`src/rtl/ddr_rw_arbiter_pkg.sv`:
```
// Shared encodings for the DDR read/write command arbiter: FSM states,
// owner codes and the last-grant marker used by round-robin.
package ddr_rw_arbiter_pkg;

  localparam logic [1:0] ST_IDLE = 2'd0;
  localparam logic [1:0] ST_CMD  = 2'd1;
  localparam logic [1:0] ST_BUSY = 2'd2;

  typedef enum logic [1:0] {
    IDLE = ST_IDLE,
    CMD  = ST_CMD,
    BUSY = ST_BUSY
  } state_e;

  localparam logic [1:0] OWN_NONE = 2'd0;
  localparam logic [1:0] OWN_RD   = 2'd1;
  localparam logic [1:0] OWN_WR   = 2'd2;

  typedef enum logic {
    GNT_RD = 1'b0,
    GNT_WR = 1'b1
  } grant_e;

endpackage

```
`src/rtl/ddr_req_slot.sv`:
```
// One pending-request slot: pending flag, address/length capture and
// overflow detection for a requester that issues single-cycle pulses.
module ddr_req_slot #(
  parameter int ADDR_WIDTH = 27,
  parameter int LEN_WIDTH  = 16
) (
  input  logic                  clk_i,
  input  logic                  rst_ni,
  input  logic                  req_i,
  input  logic [ADDR_WIDTH-1:0] addr_i,
  input  logic [LEN_WIDTH-1:0]  len_i,
  input  logic                  clr_i,
  output logic                  pend_o,
  output logic [ADDR_WIDTH-1:0] addr_o,
  output logic [LEN_WIDTH-1:0]  len_o,
  output logic                  ovf_o
);

  logic                  pend_q, pend_d;
  logic [ADDR_WIDTH-1:0] addr_q;
  logic [LEN_WIDTH-1:0]  len_q;
  logic                  capture;

  // A request landing on the clearing cycle refills the slot instead of overflowing.
  assign capture = req_i & (~pend_q | clr_i);
  assign pend_d  = req_i | (pend_q & ~clr_i);
  assign ovf_o   = req_i & pend_q & ~clr_i;

  always_ff @(posedge clk_i or negedge rst_ni) begin
    if (!rst_ni) pend_q <= 1'b0;
    else         pend_q <= pend_d;
  end

  always_ff @(posedge clk_i) begin
    if (capture) begin
      addr_q <= addr_i;
      len_q  <= len_i;
    end
  end

  assign pend_o = pend_q;
  assign addr_o = addr_q;
  assign len_o  = len_q;

endmodule

```
`src/rtl/ddr_rw_arbiter.sv`:
```
// Arbitrates one DDR command port between line-fetch reads and line-store
// writes. Define RD_PRIORITY_EN to make a pending read always win in IDLE.
module ddr_rw_arbiter
  import ddr_rw_arbiter_pkg::*;
#(
  parameter int ADDR_WIDTH  = 27,
  parameter int LEN_WIDTH   = 16,
  parameter int TIMEOUT_CYC = 4096,
  parameter int TO_WIDTH    = 13
) (
  input  logic                  ddr_clk,
  input  logic                  ddr_rstn,
  input  logic                  rd_req,
  input  logic [ADDR_WIDTH-1:0] rd_addr,
  input  logic [LEN_WIDTH-1:0]  rd_len,
  output logic                  rd_rrdy,
  output logic                  rd_done,
  input  logic                  wr_req,
  input  logic [ADDR_WIDTH-1:0] wr_addr,
  input  logic [LEN_WIDTH-1:0]  wr_len,
  output logic                  wr_rdy,
  output logic                  wr_done,
  output logic                  mem_cmd_valid,
  input  logic                  mem_cmd_ready,
  output logic                  mem_cmd_wr,
  output logic [ADDR_WIDTH-1:0] mem_cmd_addr,
  output logic [LEN_WIDTH-1:0]  mem_cmd_len,
  input  logic                  mem_done,
  output logic [1:0]            owner,
  output logic [1:0]            err_ovf,
  output logic                  err_timeout
);

  state_e                state_q;
  grant_e                last_grant_q;
  logic [1:0]            owner_q;
  logic                  valid_q, cmd_wr_q;
  logic [ADDR_WIDTH-1:0] cmd_addr_q;
  logic [LEN_WIDTH-1:0]  cmd_len_q;
  logic                  rd_rrdy_q, rd_done_q, wr_rdy_q, wr_done_q;
  logic [1:0]            err_ovf_q;
  logic                  err_to_q;
  logic [TO_WIDTH-1:0]   to_cnt_q;

  logic                  rd_pend, wr_pend, rd_ovf, wr_ovf;
  logic [ADDR_WIDTH-1:0] rd_addr_s, wr_addr_s;
  logic [LEN_WIDTH-1:0]  rd_len_s, wr_len_s;
  logic                  hs, rd_clr, wr_clr, gnt_wr, to_hit;

  assign hs     = (state_q == CMD) & valid_q & mem_cmd_ready;
  assign rd_clr = hs & (owner_q == OWN_RD);
  assign wr_clr = hs & (owner_q == OWN_WR);
  assign to_hit = (to_cnt_q == TO_WIDTH'(TIMEOUT_CYC - 1));

  ddr_req_slot #(.ADDR_WIDTH(ADDR_WIDTH), .LEN_WIDTH(LEN_WIDTH)) u_rd_slot (
    .clk_i(ddr_clk), .rst_ni(ddr_rstn), .req_i(rd_req), .addr_i(rd_addr),
    .len_i(rd_len), .clr_i(rd_clr), .pend_o(rd_pend), .addr_o(rd_addr_s),
    .len_o(rd_len_s), .ovf_o(rd_ovf)
  );

  ddr_req_slot #(.ADDR_WIDTH(ADDR_WIDTH), .LEN_WIDTH(LEN_WIDTH)) u_wr_slot (
    .clk_i(ddr_clk), .rst_ni(ddr_rstn), .req_i(wr_req), .addr_i(wr_addr),
    .len_i(wr_len), .clr_i(wr_clr), .pend_o(wr_pend), .addr_o(wr_addr_s),
    .len_o(wr_len_s), .ovf_o(wr_ovf)
  );

  always_comb begin
    gnt_wr = 1'b0;
`ifdef RD_PRIORITY_EN
    gnt_wr = ~rd_pend;
`else
    gnt_wr = wr_pend & (~rd_pend | (last_grant_q == GNT_RD));
`endif
  end

  always_ff @(posedge ddr_clk or negedge ddr_rstn) begin
    if (!ddr_rstn) begin
      state_q      <= IDLE;
      last_grant_q <= GNT_WR;
      owner_q      <= OWN_NONE;
      valid_q      <= 1'b0;
      cmd_wr_q     <= 1'b0;
      cmd_addr_q   <= '0;
      cmd_len_q    <= '0;
      rd_rrdy_q    <= 1'b0;
      rd_done_q    <= 1'b0;
      wr_rdy_q     <= 1'b0;
      wr_done_q    <= 1'b0;
      err_ovf_q    <= 2'b00;
      err_to_q     <= 1'b0;
      to_cnt_q     <= '0;
    end else begin
      rd_rrdy_q <= 1'b0;
      rd_done_q <= 1'b0;
      wr_rdy_q  <= 1'b0;
      wr_done_q <= 1'b0;
      err_ovf_q <= err_ovf_q | {wr_ovf, rd_ovf};
      case (state_q)
        IDLE: begin
          if (rd_pend | wr_pend) begin
            state_q    <= CMD;
            valid_q    <= 1'b1;
            cmd_wr_q   <= gnt_wr;
            cmd_addr_q <= gnt_wr ? wr_addr_s : rd_addr_s;
            cmd_len_q  <= gnt_wr ? wr_len_s : rd_len_s;
            owner_q    <= gnt_wr ? OWN_WR : OWN_RD;
            to_cnt_q   <= '0;
          end
        end
        CMD: begin
          if (mem_cmd_ready) begin
            valid_q  <= 1'b0;
            state_q  <= BUSY;
            to_cnt_q <= '0;
            if (owner_q == OWN_WR) begin
              wr_rdy_q     <= 1'b1;
              last_grant_q <= GNT_WR;
            end else begin
              rd_rrdy_q    <= 1'b1;
              last_grant_q <= GNT_RD;
            end
          end else if (to_hit) begin
            // Slot stays pending, so the command is re-offered from IDLE.
            err_to_q <= 1'b1;
            valid_q  <= 1'b0;
            state_q  <= IDLE;
            owner_q  <= OWN_NONE;
          end else begin
            to_cnt_q <= to_cnt_q + TO_WIDTH'(1);
          end
        end
        BUSY: begin
          if (mem_done) begin
            rd_done_q <= (owner_q == OWN_RD);
            wr_done_q <= (owner_q == OWN_WR);
            state_q   <= IDLE;
            owner_q   <= OWN_NONE;
          end else if (to_hit) begin
            err_to_q <= 1'b1;
            state_q  <= IDLE;
            owner_q  <= OWN_NONE;
          end else begin
            to_cnt_q <= to_cnt_q + TO_WIDTH'(1);
          end
        end
        default: state_q <= IDLE;
      endcase
    end
  end

  assign mem_cmd_valid = valid_q;
  assign mem_cmd_wr    = cmd_wr_q;
  assign mem_cmd_addr  = cmd_addr_q;
  assign mem_cmd_len   = cmd_len_q;
  assign rd_rrdy       = rd_rrdy_q;
  assign rd_done       = rd_done_q;
  assign wr_rdy        = wr_rdy_q;
  assign wr_done       = wr_done_q;
  assign owner         = owner_q;
  assign err_ovf       = err_ovf_q;
  assign err_timeout   = err_to_q;

endmodule
```
`config.mk`:
```
export PLATFORM = sky130hd
export DESIGN_NAME = ddr_rw_arbiter
export DESIGN_NICKNAME = d
export VERILOG_FILES = /design/src/rtl/ddr_rw_arbiter_pkg.sv /design/src/rtl/ddr_req_slot.sv /design/src/rtl/ddr_rw_arbiter.sv
export SDC_FILE = /design/constraint.sdc
export NUM_CORES = 1
export LEC_CHECK = 0
export ABC_AREA = 1
export CORE_MARGIN = 1.5
export CORE_UTILIZATION = 50
export CTS_BUF_LIST = sky130_fd_sc_hd__clkbuf_8
export DETAILED_ROUTE_END_ITERATION = 12
export PLACE_DENSITY = 0.8
export SKIP_LAST_GASP = 1
export SYNTH_ARGS = -nofsm -noshare
export SYNTH_HDL_FRONTEND = slang
export SYNTH_SLANG_ARGS = --single-unit
```
`constraint.sdc`:
```
create_clock -name ddr_clk -period 9.25 [get_ports ddr_clk]
set_clock_uncertainty 0.2 [all_clocks]
set_input_delay 1.85 -clock ddr_clk [delete_from_list [all_inputs] [get_ports ddr_clk]]
set_output_delay 1.85 -clock ddr_clk [all_outputs]
set_load 0.03 [all_outputs]
```
# ---- Word-level counts from Yosys, hierarchy flattened
# Index checks and enable logic that the tools add are counted.
dict set report op_classes {
  bitwise 25
  n_reduce_logical 10
  n_eq_ne 9
  mux 36
  add_sub_neg 1
}
# cell count
set op_table {}
lappend op_table {{13-bit two-way mux} 4}
lappend op_table {{13-bit one-hot mux with 3 select lines} 1}
lappend op_table {{27-bit two-way mux} 1}
lappend op_table {{2-bit two-way mux} 9}
lappend op_table {{1-bit two-way mux} 16}
lappend op_table {{16-bit two-way mux} 1}
lappend op_table {{13-bit by 1-bit adder with 13-bit output, second input constant} 1}
lappend op_table {{1-bit AND} 13}
lappend op_table {{13-bit by 12-bit == test with 1-bit output, second input constant} 1}
lappend op_table {{2-bit one-hot mux with 3 select lines} 2}
lappend op_table {{3-bit AND reduction} 4}
lappend op_table {{2-bit inequality test, second input constant} 3}
lappend op_table {{1-bit OR} 6}
lappend op_table {{1-bit NOT} 5}
lappend op_table {{2-bit by 1-bit == test with 1-bit output, second input constant} 2}
lappend op_table {{2-bit == test, second input constant} 2}
lappend op_table {{1-bit one-hot mux with 2 select lines} 2}
lappend op_table {{2-bit AND reduction} 2}
lappend op_table {{2-bit nonzero test} 2}
lappend op_table {{3-bit inequality test, second input constant} 1}
lappend op_table {{3-bit nonzero test} 1}
lappend op_table {{2-bit zero test} 1}
lappend op_table {{2-bit OR} 1}
dict set report totals {
  output_inout_bits 54
  register_bits 158
  word_cells 101
  in_bits 92
}

# ---- Logic depth before layout (Yosys ltp)
# Gate-level depths: netlist (run 1).
dict set report logic_depth {
  depth_word 7
  ltp_mapped 12
  ltp_nobuf 12
}

# ---- By module
# Synthesis (run 1) repeated with hierarchy kept, for this count alone.
dict set report hier_totals {
  hier_cells 534
  hier_area_um2 6185.9
}
# mod area_per_inst_um2 seq_area_each_um2 n_inst cells_each
set modules_own_cells {}
lappend modules_own_cells {ddr_rw_arbiter 3495.9 1752.9 1 434}
lappend modules_own_cells {ddr_req_slot 1345.0 1316.3 2 50}

# ---- Worst setup path after synthesis (run 1)
# Ideal clock, no wire load.
dict set report synth_path {
  kind {input -> register}
  from {input mem_cmd_ready}
  to {register u_rd_slot.addr_q[0] (netlist: u_rd_slot.addr_o[0]) (enable)}
  setup_time_ns 0.443
  n_path_buf 0
  t_required_ns 8.607
  arrival_time_ns 4.207
  path_slack_ns 4.400
  stages 6
  path_cell_list {nand2_1 inv_1 nand2_1 o21ai_0 inv_1 nor2_1}
}
dict set report synth_via {
  elab_chain_cells 4
}
# item line_no
set synth_rtl {}
lappend synth_rtl {{start: declaration} ddr_rw_arbiter.sv:24} ;# input logic mem_cmd_ready,
lappend synth_rtl {{1-bit AND} ddr_rw_arbiter.sv:50} ;# assign hs = (state_q == CMD) & valid_q & mem_cmd_ready;
lappend synth_rtl {{1-bit AND} ddr_rw_arbiter.sv:51} ;# assign rd_clr = hs & (owner_q == OWN_RD);
lappend synth_rtl {{1-bit OR} ddr_req_slot.sv:25} ;# assign capture = req_i & (~pend_q | clr_i);
lappend synth_rtl {{1-bit AND} ddr_req_slot.sv:25}
lappend synth_rtl {{net u_rd_slot.capture} ddr_req_slot.sv:22} ;# logic capture;
lappend synth_rtl {{end signal: assignment} ddr_req_slot.sv:36} ;# addr_q <= addr_i;
lappend synth_rtl {{end: declaration} ddr_req_slot.sv:20} ;# logic [ADDR_WIDTH-1:0] addr_q;
# The timed path passes the listed nets, and every way through them passes these cells.
# A chain may end at the register's enable or synchronous reset.

# ---- Worst setup path in the final report (run 1)
dict set report layout_path {
  from {input mem_cmd_ready}
  to {register u_rd_slot.addr_q[12] (netlist: u_rd_slot.addr_o[12]) (enable)}
}
# The elaborated chain is that of the path after synthesis.

==> impl_metrics.ini, run 1 <==
[clock_tree]
insertion_delay_ps = 440
cts_repair_resize_count = 0
postCtsSetupBuffers = 0
clkSinkCount = 158
register_clock_pin_slew_on_the_reported_worst_setup_and_hold_paths_ps = 90
tritoncts.num_buffers = 17
htreeDepth = 4
cts_root_buf = sky130_fd_sc_hd__clkbuf_8
cts-root-to-sink-buffers = 2
tritoncts_clock_tree = yes
cts_hold_buf = 0

[drt]
postRouteAntennaNets = 0
post_drt_via_cell_ratio = 5.30
drt-wirelength-per-cell_um = 16.8
routed_wirelength_um = 13900
route.vias.total = 4381
post-route-drc-count = 0
first_pass_iters = 5
initialDrtViolationCount = 415

[die]
die_height_um = 113
dieArea_um2 = 12800
die_width_um = 113
rows = 40
start_util_pct = 51.0
num_io_pins = 146
coreArea_um2 = 11900

[pwr]
power_density_nw_per_um2 = 311
vdd_drop_max_mv = 0.186
total_leakage_power_nw = 3.14
finalPower_mw = 2.52

[synthesis]
syn_warnings = 0
synth.area.top_cells = sky130_fd_sc_hd__edfxtp_1, sky130_fd_sc_hd__dfrtp_1, sky130_fd_sc_hd__nand2_1
synth_area_um2 = 6080
post_synth.cell_area_avg_um2 = 11.8
yosys_register_bits = 158
synth_nets = 611
synth_top_area_share_pct = 42.5
synth.lib_cells_used.distinct = 34
synthCells = 514
seq_area_frac_synth_pct = 72.1
netlist.top_cell.by_area = sky130_fd_sc_hd__edfxtp_1

[global_routing]
grt_remaining_overflow = 0
groute.layer.met3.usage_pct = 7.61
grt_antenna_before_repair = 0
grt_most_used_layer = met2
grt_util_met2_pct = 38.5
maximum_number_of_pins_on_one_net_before_global_route_repair = 73
vias_in_the_first_global_route = 4607
grt.total_usage_pct = 22.7
grt_first_pass_wirelength_um = 22300
met1_use_gr_pct = 27.3

[critical_path]
crit_path_max_incr_delay_ps = 490
ff2ff_setup_slack_ps = 6560
crit_path_start_kind = primary input
worst-path-max-fanout = 43
worst_path_max_delay_cell = sky130_fd_sc_hd__buf_4
timing.rr.start = state_q[1]$_DFFE_PN0P_
path_class = in2reg
worst_r2r_path_depth = 9
timing.critical_path.cells = clkdlybuf4s50_1 -> nand2_1 -> inv_1 -> nand2_1 -> o21ai_0 -> inv_1 -> nor2_4 -> buf_4
crit_required_ps = 9130
type_of_element_capturing_the_critical_path = register
arrival_ps = 3700
reg2reg_to = u_rd_slot.addr_o[12]$_DFFE_PP_

[finish]
fill_cells = 851
fraction_of_final_layout_cells_with_drive_strength_greater_than_1_pct = 8.25
final_design_area_no_fill_um2 = 8090
final_cell_mix = sky130_fd_sc_hd__clkdlybuf4s50_1, sky130_fd_sc_hd__nand2_1, sky130_fd_sc_hd__edfxtp_1, sky130_fd_sc_hd__dfrtp_1, sky130_fd_sc_hd__nor2_1
most_common_cell_after_layout_fill_and_taps_aside = sky130_fd_sc_hd__clkdlybuf4s50_1
finish.net_count = 763
area_growth_pct = 33.1
antenna_cells_inserted = 0

[sta]
min_period_ps = 3830
relSlewSlack_pct = 38.5
maxClockFrequency_mhz = 261
worst_pin_slew_ps = 922
totalNegativeSetupSlack_ps = 0
drv_slew = 0
fin_crit_sh_pct = 41.4
grt_setup_unrepaired = no
finalSetupViolations = 0
timing.final.hold_violations = 0

[outcome]
result_of_the_run = finished clean

[placed_design]
count_of_buffers_inserted_at_the_top_level_ports = 145
gp_routability_congestion = 0.867
place_area_um2 = 7700
dp_hpwl_um = 9150

[job]
cap_viol_max_count = 0

[worst_hold_path]
hold_path_end = err_timeout$_DFFE_PN0P_
whs_path_depth = 1
min_path_type = reg2reg
hold_path.startpoint = err_timeout$_DFFE_PN0P_
-- Yosys cell counts --
master / count
sky130_fd_sc_hd__nand2_1: 118
sky130_fd_sc_hd__edfxtp_1: 86
sky130_fd_sc_hd__dfrtp_1: 71
sky130_fd_sc_hd__nor2_1: 71
sky130_fd_sc_hd__a31oi_1: 47
sky130_fd_sc_hd__inv_1: 32
sky130_fd_sc_hd__o21ai_0: 15
sky130_fd_sc_hd__buf_2: 8
sky130_fd_sc_hd__clkbuf_1: 8
sky130_fd_sc_hd__nand3_1: 7
sky130_fd_sc_hd__o21bai_1: 6
sky130_fd_sc_hd__a21oi_1: 5
sky130_fd_sc_hd__ha_1: 5
sky130_fd_sc_hd__nand4_1: 4
sky130_fd_sc_hd__inv_2: 3
sky130_fd_sc_hd__nand2_2: 3
sky130_fd_sc_hd__nor2_2: 3
sky130_fd_sc_hd__clkinv_1: 2
sky130_fd_sc_hd__nor2_4: 2
sky130_fd_sc_hd__nor3_1: 2
sky130_fd_sc_hd__o21ai_1: 2
sky130_fd_sc_hd__xor2_1: 2
sky130_fd_sc_hd__a21boi_0: 1
sky130_fd_sc_hd__a21oi_4: 1
sky130_fd_sc_hd__a31o_2: 1
sky130_fd_sc_hd__and2_1: 1
sky130_fd_sc_hd__buf_1: 1
sky130_fd_sc_hd__dfstp_2: 1
sky130_fd_sc_hd__nand2_4: 1
sky130_fd_sc_hd__nand4_4: 1
sky130_fd_sc_hd__nor2_8: 1
sky130_fd_sc_hd__nor4_1: 1
sky130_fd_sc_hd__o21ai_2: 1
sky130_fd_sc_hd__or2_0: 1
-- worst max-delay path by stage --
stage | startpoint | end | slack, ps
2_1_floorplan | mem_cmd_ready | u_rd_slot.addr_o[0]$_DFFE_PP_ | 4400
3_3_place_gp | mem_cmd_ready | u_rd_slot.addr_o[13]$_DFFE_PP_ | 5040
3_5_place_dp | mem_cmd_ready | u_rd_slot.addr_o[11]$_DFFE_PP_ | 5000
4_1_cts | mem_cmd_ready | u_rd_slot.addr_o[12]$_DFFE_PP_ | 5460
5_1_grt | mem_cmd_ready | u_rd_slot.len_o[13]$_DFFE_PP_ | 5290
6_report | mem_cmd_ready | u_rd_slot.addr_o[12]$_DFFE_PP_ | 5420
-- per-layer routing --
| layer | wire [µm] | share of wire (%) |
|---|---|---|
| met5 | 0 | 0 |
| met4 | 248 | 1.8 |
| met2 | 7010 | 50 |
| met3 | 1150 | 8.3 |
| met1 | 5480 | 39 |
-- through the flow --
stage	hold slack [ps]	utilization, %	std cells	setup WS [ps]
2_1_floorplan	286	-	514	4400
3_3_place_gp	258	64.6	794	5040
3_5_place_dp	278	64.6	794	5000
4_1_cts	297	67.9	826	5460
5_1_grt	308	67.9	826	5290
6_report	296	67.9	826	5420
-- flip-flops by register name, indices dropped and copies added (netlist names), 2 cells and up --
| signal | count |
|---|---|
| u_wr_slot.len_o | 16 |
| u_rd_slot.addr_o | 27 |
| owner | 2 |
| err_ovf | 2 |
| mem_cmd_addr | 27 |
| u_wr_slot.addr_o | 27 |
| state_q | 2 |
| u_rd_slot.len_o | 16 |
| mem_cmd_len | 16 |
| to_cnt_q | 13 |
-- power by group --
| part | switching [mW] | internal (mW) | total [mW] |
|---|---|---|---|
| combinational | 0.651 | 0.379 | 1.03 |
| clock | 0.253 | 0.246 | 0.500 |
| sequential | 0.0903 | 0.898 | 0.989 |
| total | 0.995 | 1.52 | 2.52 |
-- area by class of cell --
cell class                 instances  area [µm²]  share of cell area [%]
clock buffer                      18         248                    3.06
multi-input combinational        302        1500                    18.6
sequential                       158        4390                    54.2
tap                              147         184                    2.27
clock inverter                    14         143                    1.76
inverter                          37         139                    1.72
timing repair buffer             150        1490                    18.4
-- worst max-delay path: cells and delay by family --
family | cells | cell delay (ps)
compound gates | 1 | 310
buf+inv | 4 | 1240
simple gates | 3 | 260
-- kinds of logic after synthesis --
| kind of cell | after synthesis | synth area share [%] |
|---|---|---|
| buf+inv | 54 | 3.50 |
| xor+xnor | 2 | 0.288 |
| fa+ha+maj | 5 | 1.03 |
| compound gates | 79 | 8.07 |
| flops | 158 | 72.1 |
| simple gates | 216 | 15.0 |
No activity file was read; power rests on OpenSTA's default activity.
==> inputs of run 2 (changes only) <==
clock period = 3.7 ns   (was 9.25 ns; I/O delays follow)
==> impl_metrics.ini, run 2 (synthesis gave the netlist of run 1 again) <==
[drt]
drt-wirelength-per-cell_um = 16.4
post-route-drc-count = 0
first_pass_iters = 4
routed_wirelength_um = 13600
initialDrtViolationCount = 267
post_drt_via_cell_ratio = 5.19
route.vias.total = 4290
postRouteAntennaNets = 0

[critical_path]
ff2ff_setup_slack_ps = 990
path_class = in2reg
type_of_element_capturing_the_critical_path = register
crit_required_ps = 3630
critPathLaunch = mem_cmd_ready
arrival_ps = 2680
reg2reg_to = u_wr_slot.addr_o[20]$_DFFE_PP_
critical_path.n_buffers_inverters = 4
worst-path-max-fanout = 32
worst_path_max_delay_cell = sky130_fd_sc_hd__clkdlybuf4s50_1
timing.rr.start = state_q[1]$_DFFE_PN0P_
path_delay_family = buffers and inverters
timing.critical_path.cells = clkdlybuf4s50_1 -> nand2_1 -> inv_1 -> nand2_1 -> o21ai_0 -> inv_1 -> nor2_4 -> buf_12
worst_r2r_path_depth = 9
crit_path_start_kind = primary input
crit_path_max_incr_delay_ps = 480

[finish]
final_cell_mix = sky130_fd_sc_hd__clkdlybuf4s50_1, sky130_fd_sc_hd__nand2_1, sky130_fd_sc_hd__edfxtp_1, sky130_fd_sc_hd__dfrtp_1, sky130_fd_sc_hd__nor2_1
antenna_cells_inserted = 0
area_growth_pct = 32.6
fraction_of_final_layout_cells_with_drive_strength_greater_than_1_pct = 7.81
most_common_cell_after_layout_fill_and_taps_aside = sky130_fd_sc_hd__clkdlybuf4s50_1
finish.net_count = 763

[die]
die_height_um = 113
die_width_um = 113
dieArea_um2 = 12800
num_io_pins = 146
start_util_pct = 51.0
rows = 40
coreArea_um2 = 11900

[pwr]
finalPower_mw = 6.12
power_density_nw_per_um2 = 759
total_leakage_power_nw = 3.14
vdd_drop_max_mv = 0.408

[clock_tree]
register_clock_pin_slew_on_the_reported_worst_setup_and_hold_paths_ps = 80
postCtsSetupBuffers = 0
clkSinkCount = 158
cts_root_buf = sky130_fd_sc_hd__clkbuf_8
cts_hold_buf = 0
tritoncts.num_buffers = 17
cts_repair_resize_count = 0
htreeDepth = 4
insertion_delay_ps = 440
cts-root-to-sink-buffers = 2
tritoncts_clock_tree = yes

[sta]
min_period_ps = 2750
fin_worst_hold_slack_ps = 227
finalSetupViolations = 0
worst_case_setup_margin_in_the_final_layout_ps = 950
drv_slew = 0
worst_pin_slew_ps = 921
fin_crit_sh_pct = 74.3
relSlewSlack_pct = 38.6
maxClockFrequency_mhz = 364
grt_setup_unrepaired = no
totalNegativeSetupSlack_ps = 0
timing.final.hold_violations = 0

[worst_hold_path]
min_path_type = in2async

[global_routing]
grt_first_pass_wirelength_um = 22400
grt_remaining_overflow = 0
grt.total_usage_pct = 22.7
maximum_number_of_pins_on_one_net_before_global_route_repair = 73
vias_in_the_first_global_route = 4616
grt_antenna_before_repair = 0

[placed_design]
dp_hpwl_um = 9520
gp_routability_congestion = 0.861
dp_worst_setup_slack_ps = 547
count_of_buffers_inserted_at_the_top_level_ports = 145

[job]
cap_viol_max_count = 0

[outcome]
result_of_the_run = finished clean
-- run 2: changes by cell type in the layout (fill, tap and decap cells not counted), sizes merged --
cell      delta
inv          +2
bufinv       -2
clkinv       +1
clkbuf       +1
clkinvlp     -2
-- run 2: worst reg2reg max path, stage by stage, from the launching register on --
cell and delay, ps:
sky130_fd_sc_hd__dfrtp_1 410, sky130_fd_sc_hd__inv_1 100, sky130_fd_sc_hd__ha_1 220, sky130_fd_sc_hd__nand2_1 110
sky130_fd_sc_hd__inv_1 150, sky130_fd_sc_hd__nand2_1 80, sky130_fd_sc_hd__o21ai_0 350, sky130_fd_sc_hd__inv_1 140
sky130_fd_sc_hd__nor2_4 370, sky130_fd_sc_hd__buf_12 270
-- run 2: area by class of cell --
cell class	instances	area, µm²
clock buffer	19	262
clock inverter	13	63.8
fill	848	3850
inverter	37	139
multi-input combinational	302	1500
sequential	158	4390
tap	147	184
timing repair buffer	150	1520
-- run 2: worst max-delay path by stage --
stage	endpoint	slack, ps	depth (start not counted)
detailed placement	u_wr_slot.addr_o[1]$_DFFE_PP_	550	8
finish	u_wr_slot.addr_o[20]$_DFFE_PP_	950	8
global route	u_wr_slot.addr_o[20]$_DFFE_PP_	780	8
global placement	u_wr_slot.addr_o[1]$_DFFE_PP_	650	8
floorplan	u_rd_slot.addr_o[0]$_DFFE_PP_	660	6
CTS	u_wr_slot.addr_o[20]$_DFFE_PP_	990	8
-- run 2: metal layers --
| layer | wire length [µm] | global-route usage, % |
|---|---|---|
| met5 | 0 | 0 |
| met4 | 193 | 7.08 |
| met3 | 782 | 5.46 |
| met2 | 6970 | 38.5 |
| met1 | 5640 | 29.1 |
-- run 2: through the flow --
stage / util (%) / std cells / instance area [µm²]
3_3_place_gp: 64.9 / 794 / 7740
5_1_grt: 67.7 / 826 / 8060
6_report: 67.7 / 826 / 8060
3_5_place_dp: 64.9 / 794 / 7740
2_1_floorplan: - / 514 / 6080
4_1_cts: 67.7 / 826 / 8060
-- run 2: report_power, final --
part / switching, mW / leakage, nW / internal (mW)
combinational: 1.61 / 1.33 / 0.971
sequential: 0.227 / 1.63 / 2.25
clock: 0.584 / 0.189 / 0.479
